==> src/rtl/serial_word_receiver_pkg.sv <==
// serial_word_receiver_pkg: shared FSM state type, counter sizing and parity helper for the serial word receiver.
package serial_word_receiver_pkg;
  typedef enum logic {IDLE, RECV} state_e;
  localparam int DEF_WIDTH = 4;
  localparam int CNT_W = $clog2(DEF_WIDTH + 1);
  function automatic int cnt_w(input int width);
    return $clog2(width + 1);
  endfunction
  function automatic logic even_parity(input logic [63:0] word, input logic pbit);
    return (^word ^ pbit) == 1'b0;
  endfunction
endpackage

==> src/rtl/serial_word_receiver_if.sv <==
// serial_word_receiver_if: serial input, programmable pattern and word valid/ready output bundle.
interface serial_word_receiver_if #(parameter int WIDTH = 4);
  logic             start;
  logic             ser_in;
  logic             ser_valid;
  logic [WIDTH-1:0] pattern;
  logic [WIDTH-1:0] word_out;
  logic             word_valid;
  logic             word_ready;
  logic             match;
  logic             busy;
  logic             overrun;
  logic             parity_err;
  modport master (output start, ser_in, ser_valid, pattern, word_ready,
                  input  word_out, word_valid, match, busy, overrun, parity_err);
  modport slave  (input  start, ser_in, ser_valid, pattern, word_ready,
                  output word_out, word_valid, match, busy, overrun, parity_err);
endinterface

==> src/rtl/swr_shift_core.sv <==
// swr_shift_core: frame shift register and bit counter; frame_o already includes the bit being shifted this cycle.
module swr_shift_core
  import serial_word_receiver_pkg::*;
#(
  parameter int WIDTH     = 4,
  parameter bit MSB_FIRST = 1'b1,
  parameter int F         = WIDTH
) (
  input  logic         clk,
  input  logic         rst_n,
  input  logic         clr_i,
  input  logic         en_i,
  input  logic         bit_i,
  output logic [F-1:0] frame_o,
  output logic         done_o
);
  localparam int CW = cnt_w(WIDTH);
  logic [F-1:0]  sh_q, sh_d;
  logic [CW-1:0] cnt_q, cnt_d;
  always_comb begin
    frame_o = MSB_FIRST ? {sh_q[F-2:0], bit_i} : {bit_i, sh_q[F-1:1]};
    done_o  = en_i && !clr_i && cnt_q == CW'(F - 1);
    sh_d    = clr_i ? '0 : (en_i ? frame_o : sh_q);
    cnt_d   = (clr_i || done_o) ? '0 : (en_i ? cnt_q + CW'(1) : cnt_q);
  end
  always_ff @(posedge clk or negedge rst_n) begin
    if (!rst_n) begin
      sh_q  <= '0;
      cnt_q <= '0;
    end else begin
      sh_q  <= sh_d;
      cnt_q <= cnt_d;
    end
  end
endmodule

==> src/rtl/serial_word_receiver.sv <==
// serial_word_receiver: framed serial-to-word receiver with single-entry valid/ready buffer, pattern match and overrun flag.
// Define SERIAL_WORD_RECEIVER_PARITY_EN to append an even-parity bit to every frame.
module serial_word_receiver
  import serial_word_receiver_pkg::*;
#(
  parameter int WIDTH     = 4,
  parameter bit MSB_FIRST = 1'b1
) (
  input logic clk,
  input logic rst_n,
  serial_word_receiver_if.slave bus
);
`ifdef SERIAL_WORD_RECEIVER_PARITY_EN
  localparam int F = WIDTH + 1;
`else
  localparam int F = WIDTH;
`endif
  state_e           state_q, state_d;
  logic [WIDTH-1:0] word_q, word_d, word;
  logic             valid_q, valid_d, match_q, match_d, perr_q, perr_d, ovr_q, ovr_d;
  logic [F-1:0]     frame;
  logic             done, cap, drop, acc, perr_cap;
  swr_shift_core #(.WIDTH(WIDTH), .MSB_FIRST(MSB_FIRST), .F(F)) u_core (
    .clk     (clk),
    .rst_n   (rst_n),
    .clr_i   (bus.start),
    .en_i    (state_q == RECV && bus.ser_valid),
    .bit_i   (bus.ser_in),
    .frame_o (frame),
    .done_o  (done)
  );
`ifdef SERIAL_WORD_RECEIVER_PARITY_EN
  // The parity bit is always the last bit on the wire, so its slot depends on shift direction.
  assign word     = MSB_FIRST ? frame[F-1:1] : frame[F-2:0];
  assign perr_cap = !even_parity(64'(word), MSB_FIRST ? frame[0] : frame[F-1]);
`else
  assign word     = frame;
  assign perr_cap = 1'b0;
`endif
  always_comb begin
    state_d = bus.start ? RECV : state_q;
    cap     = done && (!valid_q || bus.word_ready);
    drop    = done && valid_q && !bus.word_ready;
    acc     = !cap && valid_q && bus.word_ready;
    word_d  = cap ? word : word_q;
    valid_d = cap ? 1'b1 : (acc ? 1'b0 : valid_q);
    match_d = cap ? (word == bus.pattern) : (acc ? 1'b0 : match_q);
    perr_d  = cap ? perr_cap : (acc ? 1'b0 : perr_q);
    ovr_d   = bus.start ? 1'b0 : (drop ? 1'b1 : ovr_q);
  end
  always_ff @(posedge clk or negedge rst_n) begin
    if (!rst_n) begin
      state_q <= IDLE;
      word_q  <= '0;
      valid_q <= 1'b0;
      match_q <= 1'b0;
      perr_q  <= 1'b0;
      ovr_q   <= 1'b0;
    end else begin
      state_q <= state_d;
      word_q  <= word_d;
      valid_q <= valid_d;
      match_q <= match_d;
      perr_q  <= perr_d;
      ovr_q   <= ovr_d;
    end
  end
  assign bus.word_out   = word_q;
  assign bus.word_valid = valid_q;
  assign bus.match      = match_q;
  assign bus.parity_err = perr_q;
  assign bus.overrun    = ovr_q;
  assign bus.busy       = state_q == RECV;
endmodule

==> src/flat_wrapper.sv <==
// flat-port wrapper written by rule: the top's interface ports become plain ports
module serial_word_receiver_flat import serial_word_receiver_pkg::*;
#(
  parameter int WIDTH     = 4,
  parameter bit MSB_FIRST = 1'b1
)
  (clk, rst_n, bus_start, bus_ser_in, bus_ser_valid, bus_pattern, bus_word_ready, bus_word_out, bus_word_valid, bus_match, bus_busy, bus_overrun, bus_parity_err);
  serial_word_receiver_if #(.WIDTH(WIDTH)) bus_i ();
  input logic clk;
  input logic rst_n;
  input wire logic [$bits(bus_i.start)-1:0] bus_start;
  input wire logic [$bits(bus_i.ser_in)-1:0] bus_ser_in;
  input wire logic [$bits(bus_i.ser_valid)-1:0] bus_ser_valid;
  input wire logic [$bits(bus_i.pattern)-1:0] bus_pattern;
  input wire logic [$bits(bus_i.word_ready)-1:0] bus_word_ready;
  output wire logic [$bits(bus_i.word_out)-1:0] bus_word_out;
  output wire logic [$bits(bus_i.word_valid)-1:0] bus_word_valid;
  output wire logic [$bits(bus_i.match)-1:0] bus_match;
  output wire logic [$bits(bus_i.busy)-1:0] bus_busy;
  output wire logic [$bits(bus_i.overrun)-1:0] bus_overrun;
  output wire logic [$bits(bus_i.parity_err)-1:0] bus_parity_err;
  assign bus_i.start = bus_start;
  assign bus_i.ser_in = bus_ser_in;
  assign bus_i.ser_valid = bus_ser_valid;
  assign bus_i.pattern = bus_pattern;
  assign bus_i.word_ready = bus_word_ready;
  assign bus_word_out = bus_i.word_out;
  assign bus_word_valid = bus_i.word_valid;
  assign bus_match = bus_i.match;
  assign bus_busy = bus_i.busy;
  assign bus_overrun = bus_i.overrun;
  assign bus_parity_err = bus_i.parity_err;
  serial_word_receiver #(.WIDTH(WIDTH), .MSB_FIRST(MSB_FIRST)) u_core (.clk(clk), .rst_n(rst_n), .bus(bus_i));
endmodule
==> config.mk <==
export PLATFORM = sky130hd
export DESIGN_NAME = serial_word_receiver_flat
export DESIGN_NICKNAME = d
export VERILOG_FILES = /design/src/rtl/serial_word_receiver_pkg.sv /design/src/rtl/serial_word_receiver_if.sv /design/src/rtl/swr_shift_core.sv /design/src/rtl/serial_word_receiver.sv /design/src/flat_wrapper.sv
export SDC_FILE = /design/constraint.sdc
export NUM_CORES = 1
export LEC_CHECK = 0
export CAP_MARGIN = 20
export CELL_PAD_IN_SITES_DETAIL_PLACEMENT = 1
export CELL_PAD_IN_SITES_GLOBAL_PLACEMENT = 2
export CORE_MARGIN = 2
export CORE_UTILIZATION = 31
export CTS_BUF_LIST = sky130_fd_sc_hd__clkbuf_8 sky130_fd_sc_hd__clkbuf_16
export CTS_CLUSTER_DIAMETER = 100
export DETAILED_ROUTE_END_ITERATION = 7
export GPL_ROUTABILITY_DRIVEN = 0
export PLACE_DENSITY = 0.84
export REMOVE_ABC_BUFFERS = 1
export SYNTH_ARGS = -nofsm -noshare
export SYNTH_HDL_FRONTEND = slang
export SYNTH_HIERARCHICAL = 1
export SYNTH_SLANG_ARGS = --single-unit
export TNS_END_PERCENT = 1
==> constraint.sdc <==
create_clock -name clk -period 3.6 [get_ports clk]
set_clock_uncertainty 0.2 [all_clocks]
set_input_delay 0.36 -clock clk [delete_from_list [all_inputs] [get_ports clk]]
set_output_delay 0.36 -clock clk [all_outputs]
set_load 0.01 [all_outputs]
======== Word-level counts from Yosys, hierarchy flattened ========
Cells that the tools add are included.
W data, S select, Z words.
operators by class
  $add $sub $neg .......................... 1
  equality and inequality tests ........... 2
  muxes and demuxes ....................... 10
  reductions and logical operators ........ 18
operators by type and width
  kind                   count
  $mux W3                4
  $logic_and A1 B1 Y1    8
  $reduce_bool A2 Y1     4
  $mux W1                6
  $eq A4 B4 Y1           1
  $logic_not A1 Y1       4
  $add A3 B1 Y3 const B  1
  $eq A3 B2 Y1 const B   1
  $logic_or A1 B1 Y1     2
storage, ports and cells
  register bits ........................... 15
  bits of input ports ..................... 10
  output and inout bits ................... 9
  word-level logic and storage cells ...... 39

======== Depth between registers and ports, before layout ========
Gate-level depths: netlist (run 1).
  depth after elaboration ................. 9
  depth in mapped cells ................... 7
  mapped depth without buffers ............ 6

======== Hierarchy ========
The synthesis (run 1) kept the hierarchy.
modules (own cells, without submodules)
  module                times used  cells each  area each (µm²)  seq. area each (µm²)
  serial_word_receiver  1           32          397.9            200.2
  swr_shift_core        1           26          296.5            150.1

======== Worst setup path before layout (run 1) ========
No wires, ideal clock.
  kind .................................... reg-to-reg
  from .................................... register u_core.state_q, in the netlist u_core/bus.busy
  to ...................................... register u_core.word_q[0], in the netlist u_core/bus.word_out[0]
  library setup time ...................... 0.125 ns
  arrival time ............................ 1.472 ns
  required time ........................... 3.275 ns
  path slack .............................. 1.803 ns
  cell stages (with the launch flop) ...... 7
  path buffers ............................ 1
  clock period less this slack ............ 1.797 ns
  cells stage by stage .................... dfrtp_1 > and2_1 > buf_4 > and2b_1 > and2_1 > nand2_4 > mux2_4
on the way
  word-level cells in the longest chain between the ends .. 4
RTL lines
  item                               line                        text
  start, declared                    serial_word_receiver.sv:18  state_e state_q, state_d;
  start signal, assigned             serial_word_receiver.sv:60  state_q <= state_d;
  $logic_and A1 B1 Y1                serial_word_receiver.sv:27  .en_i (state_q == RECV && bus.ser_valid),
  $logic_and A1 B1 Y1 (2 in series)  swr_shift_core.sv:22        done_o = en_i && !clr_i && cnt_q == CW'(F - 1);
  named net u_core.done              serial_word_receiver.sv:22  logic done, cap, drop, acc, perr_cap;
  $logic_and A1 B1 Y1                serial_word_receiver.sv:42  cap = done && (!valid_q || bus.word_ready);
  end signal, assigned               serial_word_receiver.sv:61  word_q <= word_d;
  end, declared                      serial_word_receiver.sv:19  logic [WIDTH-1:0] word_q, word_d, word;
The timed path passes the listed nets, and every way through them passes these cells.
A chain may end at the register's enable or synchronous reset.

======== Final worst setup path (run 1) ========
  from .................................... input port bus_ser_valid
  to ...................................... register u_core.word_q[1], in the netlist u_core/bus.word_out[1]
on the way
  word-level cells in the longest chain between the ends .. 4
RTL lines
  item                               line                        text
  start, declared                    flat_wrapper.sv:13          input wire logic [$bits(bus_i.ser_valid)-1:0] bus_ser_valid;
  $logic_and A1 B1 Y1                serial_word_receiver.sv:27
  $logic_and A1 B1 Y1 (2 in series)  swr_shift_core.sv:22
  named net u_core.done              serial_word_receiver.sv:22
  $logic_and A1 B1 Y1                serial_word_receiver.sv:42
The timed path passes the listed nets, and every way through them passes these cells.

==> results of run 1 <==
## worst max-delay path, cell delays in order
cell and delay (ns):
clkdlybuf4s50_1 0.45, and2_1 0.28, and2b_1 0.21, and2_1 0.25
nand2_4 0.11, mux2_4 0.31
## Yosys cell counts, drive strengths merged (2+ instances only)
master,count,area (um2)
inv,3,11.3
dfrtp,14,350
and2,2,12.5
ha,2,25.0
xor2,3,26.3
buf,3,22.5
mux2,4,60.1
nand2,2,15.0
mux2i,3,30.0
a21oi,2,10.0
nor2,7,26.3
## how the worst max path moves through the flow
stage / start / to / slack (ns) / depth (start not counted)
6_report: bus_ser_valid / u_core/bus.word_out[1] / 1.57 / 6
2_1_floorplan: u_core/bus.busy / u_core/bus.word_out[0] / 1.84 / 5
4_1_cts: bus_ser_valid / u_core/bus.word_out[1] / 1.55 / 6
3_3_place_gp: bus_ser_valid / u_core/bus.word_out[2] / 1.33 / 6
5_1_grt: bus_ser_valid / u_core/bus.word_out[3] / 1.47 / 6
3_5_place_dp: bus_ser_valid / u_core/bus.word_out[1] / 1.30 / 6
## per-layer routing
layer / routed length, um / share of wire [%] / GRT usage, %
met2: 653 / 46 / 19.0
met5: 0 / 0 / 0
met3: 71 / 5.0 / 3.22
met4: 30 / 2.1 / 10.5
met1: 663 / 47 / 15.9
## flip-flops by register name, indices dropped and copies added (netlist names)
register               count
u_core/u_core/cnt_q        3
u_core/bus.word_valid      1
u_core/bus.match           1
u_core/bus.busy            1
u_core/bus.word_out        4
u_core/u_core/sh_q         3
u_core/bus.overrun         1
## cell type report
class | count | area [um2]
Fill cell | 247 | 1250
Timing Repair Buffer | 17 | 170
Multi-Input combinational cell | 38 | 310
Sequential cell | 14 | 350
Tap cell | 28 | 35.0
Clock buffer | 3 | 41.3
Inverter | 3 | 11.3
## stage by stage
stage,instance area (um2),cells,total power [mW]
floorplan,672,55,0.191
global placement,877,100,0.216
detailed placement,877,100,0.218
CTS,918,103,0.348
global route,918,103,0.359
finish,918,103,0.343
## cells in the final DEF (no fill, tap or decap), drive strengths merged, types with 2 or more instances in the layout
cell	count
ha	2
a21oi	2
dfrtp	14
xor2	3
and2	2
mux2i	3
nand2	2
clkbuf	3
clkdlybuf4s50	17
mux2	4
nor2	7
inv	3
## power groups by stage
| stage | logic [mW] | registers [mW] | clock network, mW |
|---|---|---|---|
| 2_1_floorplan | 0.0181 | 0.173 | 0 |
| 3_3_place_gp | 0.0440 | 0.172 | 0 |
| 3_5_place_dp | 0.0455 | 0.173 | 0 |
| 4_1_cts | 0.0456 | 0.170 | 0.132 |
| 5_1_grt | 0.0488 | 0.171 | 0.140 |
| 6_report | 0.0446 | 0.170 | 0.129 |
## cell families (layout without fill, tap and decap cells)
family	Yosys count	in the layout	synth area share, %
simple gates	18	18	16.0
flops	14	14	50.5
mux	7	7	13.0
compound gates	6	6	6.49
buf+inv	6	23	4.86
xor+xnor	4	4	5.05
fa+ha+maj	2	2	3.60
other cells	1	1	0.540
==> run_results.csv, run 1 <==
group,metric,value,unit
drt,wl,1.42,mm
power,p_sw,0.0787,mW
timing,fmaxAchievable,492,MHz
cells_and_area,drive_gt1_share,13.3,%
timing,slew_violations,0,
placement,portBuffers,17,
worst_setup_path,cp.required,3.53,ns
die,die_area,2630,um2
worst_setup_path,start_kind,"input pin",
global_route,grt_pass1_wl,2.37,mm
global_route,grt_pass1_vias,506,
power,vdd_drop_max,0.206,mV
die,start_util,32.0,%
clock_network,root_buffer,"clkbuf_8",
worst_hold_path,hold_depth,1,
timing,rsz0062_at_grt,"false",
timing,post-route-min-period,2.03,ns
clock_network,cts_inserted_buffers,3,
clock_network,postCtsSetupBuffers,0,
synthesis,synth_ff_type,"dfrtp_1",
die,die_y,51.3,um
drt,drt_first_iter_violations,2,
die,ios,19,
cells_and_area,area_growth,32.3,%
synthesis,syn_area_per_cell,12.0,um2
clock_network,path_clk_slew,0.06,ns
run,cap_violations,0,
worst_hold_path,hp-start,"u_core/bus.busy",
synthesis,synthArstFlopShare,100,%
timing,setup_viol,0,
drt,ant_nets,0,
clock_network,cts_buffer_depth,2,
global_route,grt_usage,12.9,%
power,p_leak,0.429,nW
clock_network,clk_latency,0.24,ns
cells_and_area,final_core_util,42.3,%
worst_setup_path,setup.worst_path.class,"in2reg",
timing,setup_slack,1.57,ns
timing,slew_headroom,57.8,%
placement,dp_worst_setup_slack,1.30,ns
drt,route.detailed.drc,0,
timing,hold_viol_final,0,
worst_setup_path,r2r_end,"u_core/bus.word_out[1]",
worst_setup_path,rr_startpoint,"u_core/bus.busy",
synthesis,ys_seq_area_share,50.5,%
power,comb_power_share,13.0,%
worst_hold_path,hp-class,"reg2reg",
synthesis,syn_area,694,um2
drt,routed_via_density,4.67,
synthesis,synth_edf_count,0,
global_route,grt_remaining_overflow,0,
power,p_int,0.265,mW
power,swShare,22.9,%
worst_hold_path,min_to,"u_core/bus.busy",
drt,firstDrtPassIters,2,
timing,fin_setup_tns,0,ns
power,p_per_area,374,nW/um2
clock_network,ctsResizeCount,0,
synthesis,synth-seq-cells,14,
worst_setup_path,worst-r2r-setup-slack,1.76,ns
timing,worst_slew_pin_slew,0.631,ns
drt,wl_per_cell,13.8,um
clock_network,cts_tree,"done",
power,seq_power_share,49.4,%
die,rows,17,
placement,place_hpwl,1.08,mm
worst_setup_path,reg2reg_depth,5,
clock_network,ctsHoldBuffers,0,
clock_network,htreeDepth,1,
worst_setup_path,critPathMaxFanout,7,
clock_network,cts_sinks,14,
timing,min_period_over_period,56.5,%
synthesis,yosys_warnings,6,
worst_setup_path,crit_path_end_kind,"flop",
global_route,grt_start_max_net_pins,15,
cells_and_area,antennaDiodeCount,0,
synthesis,syn_inst,58,
outcome,status,"finished, final reports clean",
worst_setup_path,critical_path_arrival,1.96,ns
synthesis,ys_types,25,
timing,holdWs,0.295,ns
drt,dr_total_vias,481,
cells_and_area,nets,89,
power,pwr-share-clk,37.6,%
die,core,2170,um2
global_route,antenna_found_initial,0,
die,die_w,51.3,um
Note: power is estimated with default switching activity, not from simulation.
==> run 2: changes to the inputs <==
--- a/config.mk
+++ b/config.mk
@@ -9,12 +9,12 @@
 export CELL_PAD_IN_SITES_DETAIL_PLACEMENT = 1
 export CELL_PAD_IN_SITES_GLOBAL_PLACEMENT = 2
 export CORE_MARGIN = 2
-export CORE_UTILIZATION = 31
+export CORE_UTILIZATION = 26
 export CTS_BUF_LIST = sky130_fd_sc_hd__clkbuf_8 sky130_fd_sc_hd__clkbuf_16
 export CTS_CLUSTER_DIAMETER = 100
 export DETAILED_ROUTE_END_ITERATION = 7
 export GPL_ROUTABILITY_DRIVEN = 0
-export PLACE_DENSITY = 0.84
+export PLACE_DENSITY = 0.76
 export REMOVE_ABC_BUFFERS = 1
 export SYNTH_ARGS = -nofsm -noshare
 export SYNTH_HDL_FRONTEND = slang
==> constraint.sdc (replaced) <==
create_clock -name clk -period 1.7 [get_ports clk]
set_clock_uncertainty 0.2 [all_clocks]
set_input_delay 0.17 -clock clk [delete_from_list [all_inputs] [get_ports clk]]
set_output_delay 0.17 -clock clk [all_outputs]
set_load 0.01 [all_outputs]
==> run 2 against run 1 <==
Against the previous run: register-to-register slack got worse by 1.7 ns; first-iteration DRC count unchanged; setup slack got worse by 1.5 ns; total power increased by 130%.
==> run_results.csv, run 2 (synthesized netlist as in run 1, its figures left out) <==
group,metric,value,unit
placement,place_hpwl,1.15,mm
timing,slew_violations,0,
clock_network,clk_latency,0.24,ns
worst_hold_path,hp-class,"in2async",
worst_setup_path,crit_slowest_cell,"or4b_4",
clock_network,cts_tree,"done",
global_route,antenna_found_initial,0,
worst_setup_path,rr_startpoint,"u_core/u_core/cnt_q[0]",
global_route,grt_pass1_vias,540,
worst_setup_path,crit_path_end_kind,"flop",
cells_and_area,mostFrequentLayoutCell,"clkdlybuf4s50_1",
drt,dr_wl_met2,696,um
drt,wl,1.53,mm
drt,wl_met1,731,um
timing,hold_viol_final,0,
worst_setup_path,crit_family,"simple AND/OR/NAND/NOR gates",
clock_network,path_clk_slew,0.06,ns
cells_and_area,final_cell_mix,"clkdlybuf4s50_1, dfrtp_1, buf_4, nor2_1",
die,die_area,3100,um2
worst_setup_path,critical_path_arrival,1.60,ns
cells_and_area,finalNonFillerCells,114,
global_route,grt_pass1_wl,2.60,mm
power,p_per_area,783,nW/um2
worst_setup_path,worst-r2r-setup-slack,0.06,ns
die,die_w,55.7,um
die,rows,18,
power,power,0.795,mW
worst_setup_path,setup.worst_path.class,"reg2reg",
drt,firstDrtPassIters,2,
global_route,grt_remaining_overflow,0,
worst_setup_path,r2r_end,"u_core/u_core/cnt_q[2]",
clock_network,htreeDepth,1,
drt,met3_length,67,um
global_route,grt_start_max_net_pins,15,
die,die_y,55.7,um
placement,portBuffers,17,
clock_network,cts_buffer_depth,2,
clock_network,root_buffer,"clkbuf_8",
clock_network,cts_sinks,14,
power,vdd_drop_max,0.550,mV
cells_and_area,antennaDiodeCount,0,
drt,ant_nets,0,
worst_setup_path,crit_buf_inv,0,
worst_setup_path,reg2reg_depth,4,
cells_and_area,largest_reg_flops,4,
run,cap_violations,0,
worst_setup_path,cp.depth,4,
worst_setup_path,start_kind,"flop",
die,ios,19,
worst_setup_path,cpMostUsedCell,"ha_2",
power,p_leak,0.483,nW
drt,top_layer,"met4",
global_route,grt_usage,11.2,%
drt,dr_total_vias,493,
cells_and_area,area_growth,46.3,%
cells_and_area,nets,97,
worst_setup_path,critPathMaxStageDelay,0.48,ns
placement,dp.cells,109,
timing,min_period_over_period,96.6,%
worst_setup_path,path_cells,"ha_2 -> ha_2 -> or4b_4 -> o31ai_2",
die,start_util,27.8,%
drt,wl_per_cell,13.4,um
die,core,2500,um2
clock_network,cts_inserted_buffers,3,
outcome,status,"finished, final reports clean",
drt,route.detailed.drc,0,
timing,post-route-min-period,1.64,ns
cells_and_area,final_core_util,40.6,%
drt,drt_first_iter_violations,2,
timing,fin_setup_tns,0,ns
clock_network,ctsHoldBuffers,0,
timing,setup_viol,0,
drt,routed_via_density,4.32,
cells_and_area,drive_gt1_share,29.8,%
timing,fmaxAchievable,609,MHz
worst_setup_path,critPathMaxFanout,2,
worst_setup_path,cp.required,1.66,ns
==> run 2: what timing repair did <==
item	CTS	global route
gates resized for setup	0	6
endpoints found under the setup margin	0	8
buffers inserted	0	1
==> run 2: worst max-delay path by stage <==
stage / from / end / slack, ns
finish: u_core/u_core/cnt_q[0] / u_core/u_core/cnt_q[2] / 0.06
global route: u_core/u_core/cnt_q[0] / u_core/u_core/cnt_q[2] / -0.005
CTS: u_core/u_core/cnt_q[0] / u_core/bus.word_out[3] / 0.008
detailed placement: bus_ser_valid / u_core/bus.word_out[3] / -0.09
global placement: bus_ser_valid / u_core/bus.word_out[3] / -0.07
floorplan: u_core/bus.busy / u_core/bus.word_out[0] / -0.06
==> run 2: layout make-up <==
| class | count | area [um2] |
|---|---|---|
| repair buffers | 25 | 230 |
| clock buffers | 4 | 55.1 |
| fillers | 274 | 1480 |
| multi-input cells | 38 | 332 |
| inverters | 3 | 11.3 |
| flip-flops and latches | 14 | 350 |
| well taps | 30 | 37.5 |
==> run 2: routing by layer <==
metal  vias to the layer above  track usage, %
li1                        246               -
met1                       234            14.0
met2                        11            16.8
met3                         2            3.02
met4                         0            7.32
met5                         -               0
==> run 2: power by group <==
group	switching [mW]	internal [mW]	leakage, nW
clock network	0.120	0.205	0.0288
logic	0.0429	0.0692	0.266
registers	0.0107	0.348	0.187
==> run 2: per-stage QoR <==
stage	hold slack (ns)	area, um2	worst slack [ns]
floorplan	-0.326	672	-0.0609
global placement	0.287	932	-0.0669
detailed placement	0.291	932	-0.0915
CTS	0.0504	987	0.00760
global route	0.0744	1020	-0.00464
finish	0.0449	1020	0.0572
==> run 3: changes to the inputs <==
--- a/config.mk
+++ b/config.mk
@@ -8,7 +8,6 @@
 export CAP_MARGIN = 20
 export CELL_PAD_IN_SITES_DETAIL_PLACEMENT = 1
 export CELL_PAD_IN_SITES_GLOBAL_PLACEMENT = 2
-export CORE_MARGIN = 2
 export CORE_UTILIZATION = 26
 export CTS_BUF_LIST = sky130_fd_sc_hd__clkbuf_8 sky130_fd_sc_hd__clkbuf_16
 export CTS_CLUSTER_DIAMETER = 100
==> run 3 against run 2 <==
Against the previous run: total power down 7.7%; worst hold slack improved by 0.012 ns; sequential power hardly changed; via count increased by 2.6%; final area is 0.49% lower; sequential share of layout area rose by 0.17 points; critical path type unchanged; largest power group unchanged.
==> run_results.csv, run 3 (synthesized netlist as in run 1, its figures left out) <==
group,metric,value,unit
outcome,status,"finished, final reports clean",
drt,wl_per_cell,13.6,um
cells_and_area,area_growth,45.6,%
cells_and_area,antennaDiodeCount,0,
timing,min_period_over_period,98.4,%
clock_network,htreeDepth,1,
die,start_util,27.8,%
power,power,0.734,mW
run,cap_violations,0,
drt,wl,1.52,mm
clock_network,root_buffer,"clkbuf_8",
cells_and_area,drive_gt1_share,26.8,%
cells_and_area,final_core_util,40.4,%
power,p_leak,0.472,nW
placement,place_hpwl,1.20,mm
worst_setup_path,cp.required,1.65,ns
worst_setup_path,worst-r2r-setup-slack,0.03,ns
die,die_area,2880,um2
worst_setup_path,critPathMaxStageDelay,0.53,ns
clock_network,cts_inserted_buffers,3,
global_route,grt_pass1_wl,2.55,mm
timing,fmaxAchievable,598,MHz
die,core,2500,um2
drt,firstDrtPassIters,2,
global_route,grt_pass1_vias,537,
timing,hold_viol_final,0,
worst_setup_path,path_cells,"ha_2 -> ha_4 -> or4b_4 -> o31ai_4",
global_route,grt_usage,12.9,%
worst_hold_path,hp-class,"in2async",
cells_and_area,nets,96,
timing,slew_violations,0,
worst_setup_path,critical_path_arrival,1.63,ns
placement,portBuffers,17,
drt,routed_via_density,4.52,
timing,rsz0062_at_grt,"false",
drt,dr_total_vias,506,
clock_network,path_clk_slew,0.05,ns
clock_network,cts_sinks,14,
cells_and_area,largest_reg_flops,4,
worst_setup_path,reg2reg_depth,4,
die,rows,18,
cells_and_area,mostFrequentLayoutCell,"clkdlybuf4s50_1",
timing,post-route-min-period,1.67,ns
cells_and_area,final_cell_mix,"clkdlybuf4s50_1, dfrtp_1, nor2_1, buf_4, mux2_4",
drt,drt_first_iter_violations,1,
cells_and_area,fill_cells,278,
worst_setup_path,start_kind,"flop",
global_route,grt_start_max_net_pins,15,
power,vdd_drop_max,0.569,mV
clock_network,clk_latency,0.24,ns
global_route,grt_remaining_overflow,0,
worst_setup_path,setup.worst_path.class,"reg2reg",
worst_setup_path,crit_slowest_cell,"or4b_4",
worst_setup_path,critPathMaxFanout,2,
power,p_per_area,726,nW/um2
timing,holdWs,0.0566,ns
global_route,antenna_found_initial,0,
die,die_y,53.7,um
die,ios,19,
die,die_w,53.7,um
worst_setup_path,crit_path_end_kind,"flop",
drt,ant_nets,0,
timing,setup_viol,0,
clock_network,cts_buffer_depth,2,
drt,route.detailed.drc,0,
clock_network,cts_tree,"done",
-- run 3: changes by cell type in the layout (fill, tap and decap cells not counted), sizes merged --
cell    change
buf         -1
clkbuf      -1
-- run 3: layout make-up --
type | instances | area, um2 | area share, %
Multi-Input combinational cell | 38 | 348 | 34.4
Tap cell | 30 | 37.5 | 3.71
Sequential cell | 14 | 350 | 34.7
Inverter | 3 | 11.3 | 1.11
Clock buffer | 3 | 41.3 | 4.08
Timing Repair Buffer | 24 | 223 | 22.0
-- run 3: through the flow --
step                      std cells  setup TNS [ns]  instance area [um2]  setup WS [ns]
after floorplan                  55          -0.244                  672        -0.0609
after global placement          108          -0.572                  925         -0.109
after detailed placement        108          -0.768                  925         -0.128
after CTS                       111               0                  982        0.00836
after global routing            112               0                 1010        0.00398
final                           112               0                 1010         0.0277
-- run 3: where the power goes --
| part | internal (mW) | switching, mW |
|---|---|---|
| sequential | 0.348 | 0.0107 |
| clock | 0.156 | 0.106 |
| combinational | 0.0689 | 0.0439 |
| total | 0.573 | 0.161 |
-- run 3: worst max-delay path: cells and delay by family, from the launching register on --
| kind | cells | cell delay, ns |
|---|---|---|
| AND/OR/NAND/NOR | 1 | 0.53 |
| adder cells (fa/ha/maj) | 2 | 0.41 |
| AO/OA/AOI/OAI | 1 | 0.07 |
| flip-flops | 1 | 0.38 |
-- run 3: worst paths after layout --
kind | startpoint | to
setup / recovery | u_core/u_core/cnt_q[1] | u_core/u_core/cnt_q[2]
min in group clk | u_core/bus.busy | u_core/bus.busy
setup reg to reg | u_core/u_core/cnt_q[1] | u_core/u_core/cnt_q[2]
max in group asynchronous | rst_n | u_core/bus.busy
hold reg to reg | u_core/bus.busy | u_core/bus.busy
hold / removal | rst_n | u_core/bus.match
-- run 3: what timing repair did --
item | in CTS | in global routing
hold buffers | 0 | 0
pin swaps | 0 | 2
setup buffers | 0 | 1
resized for setup | 4 | 3
endpoints found under the setup margin | 6 | 7
-- run 3: per-layer routing --
metal / wire length, um / up-vias / GRT usage [%]
met1: 671 / 250 / 14.7
met4: 13 / 0 / 2.63
met2: 732 / 15 / 21.8
met3: 106 / 2 / 6.21
li1: - / 239 / -
met5: 0 / - / 0
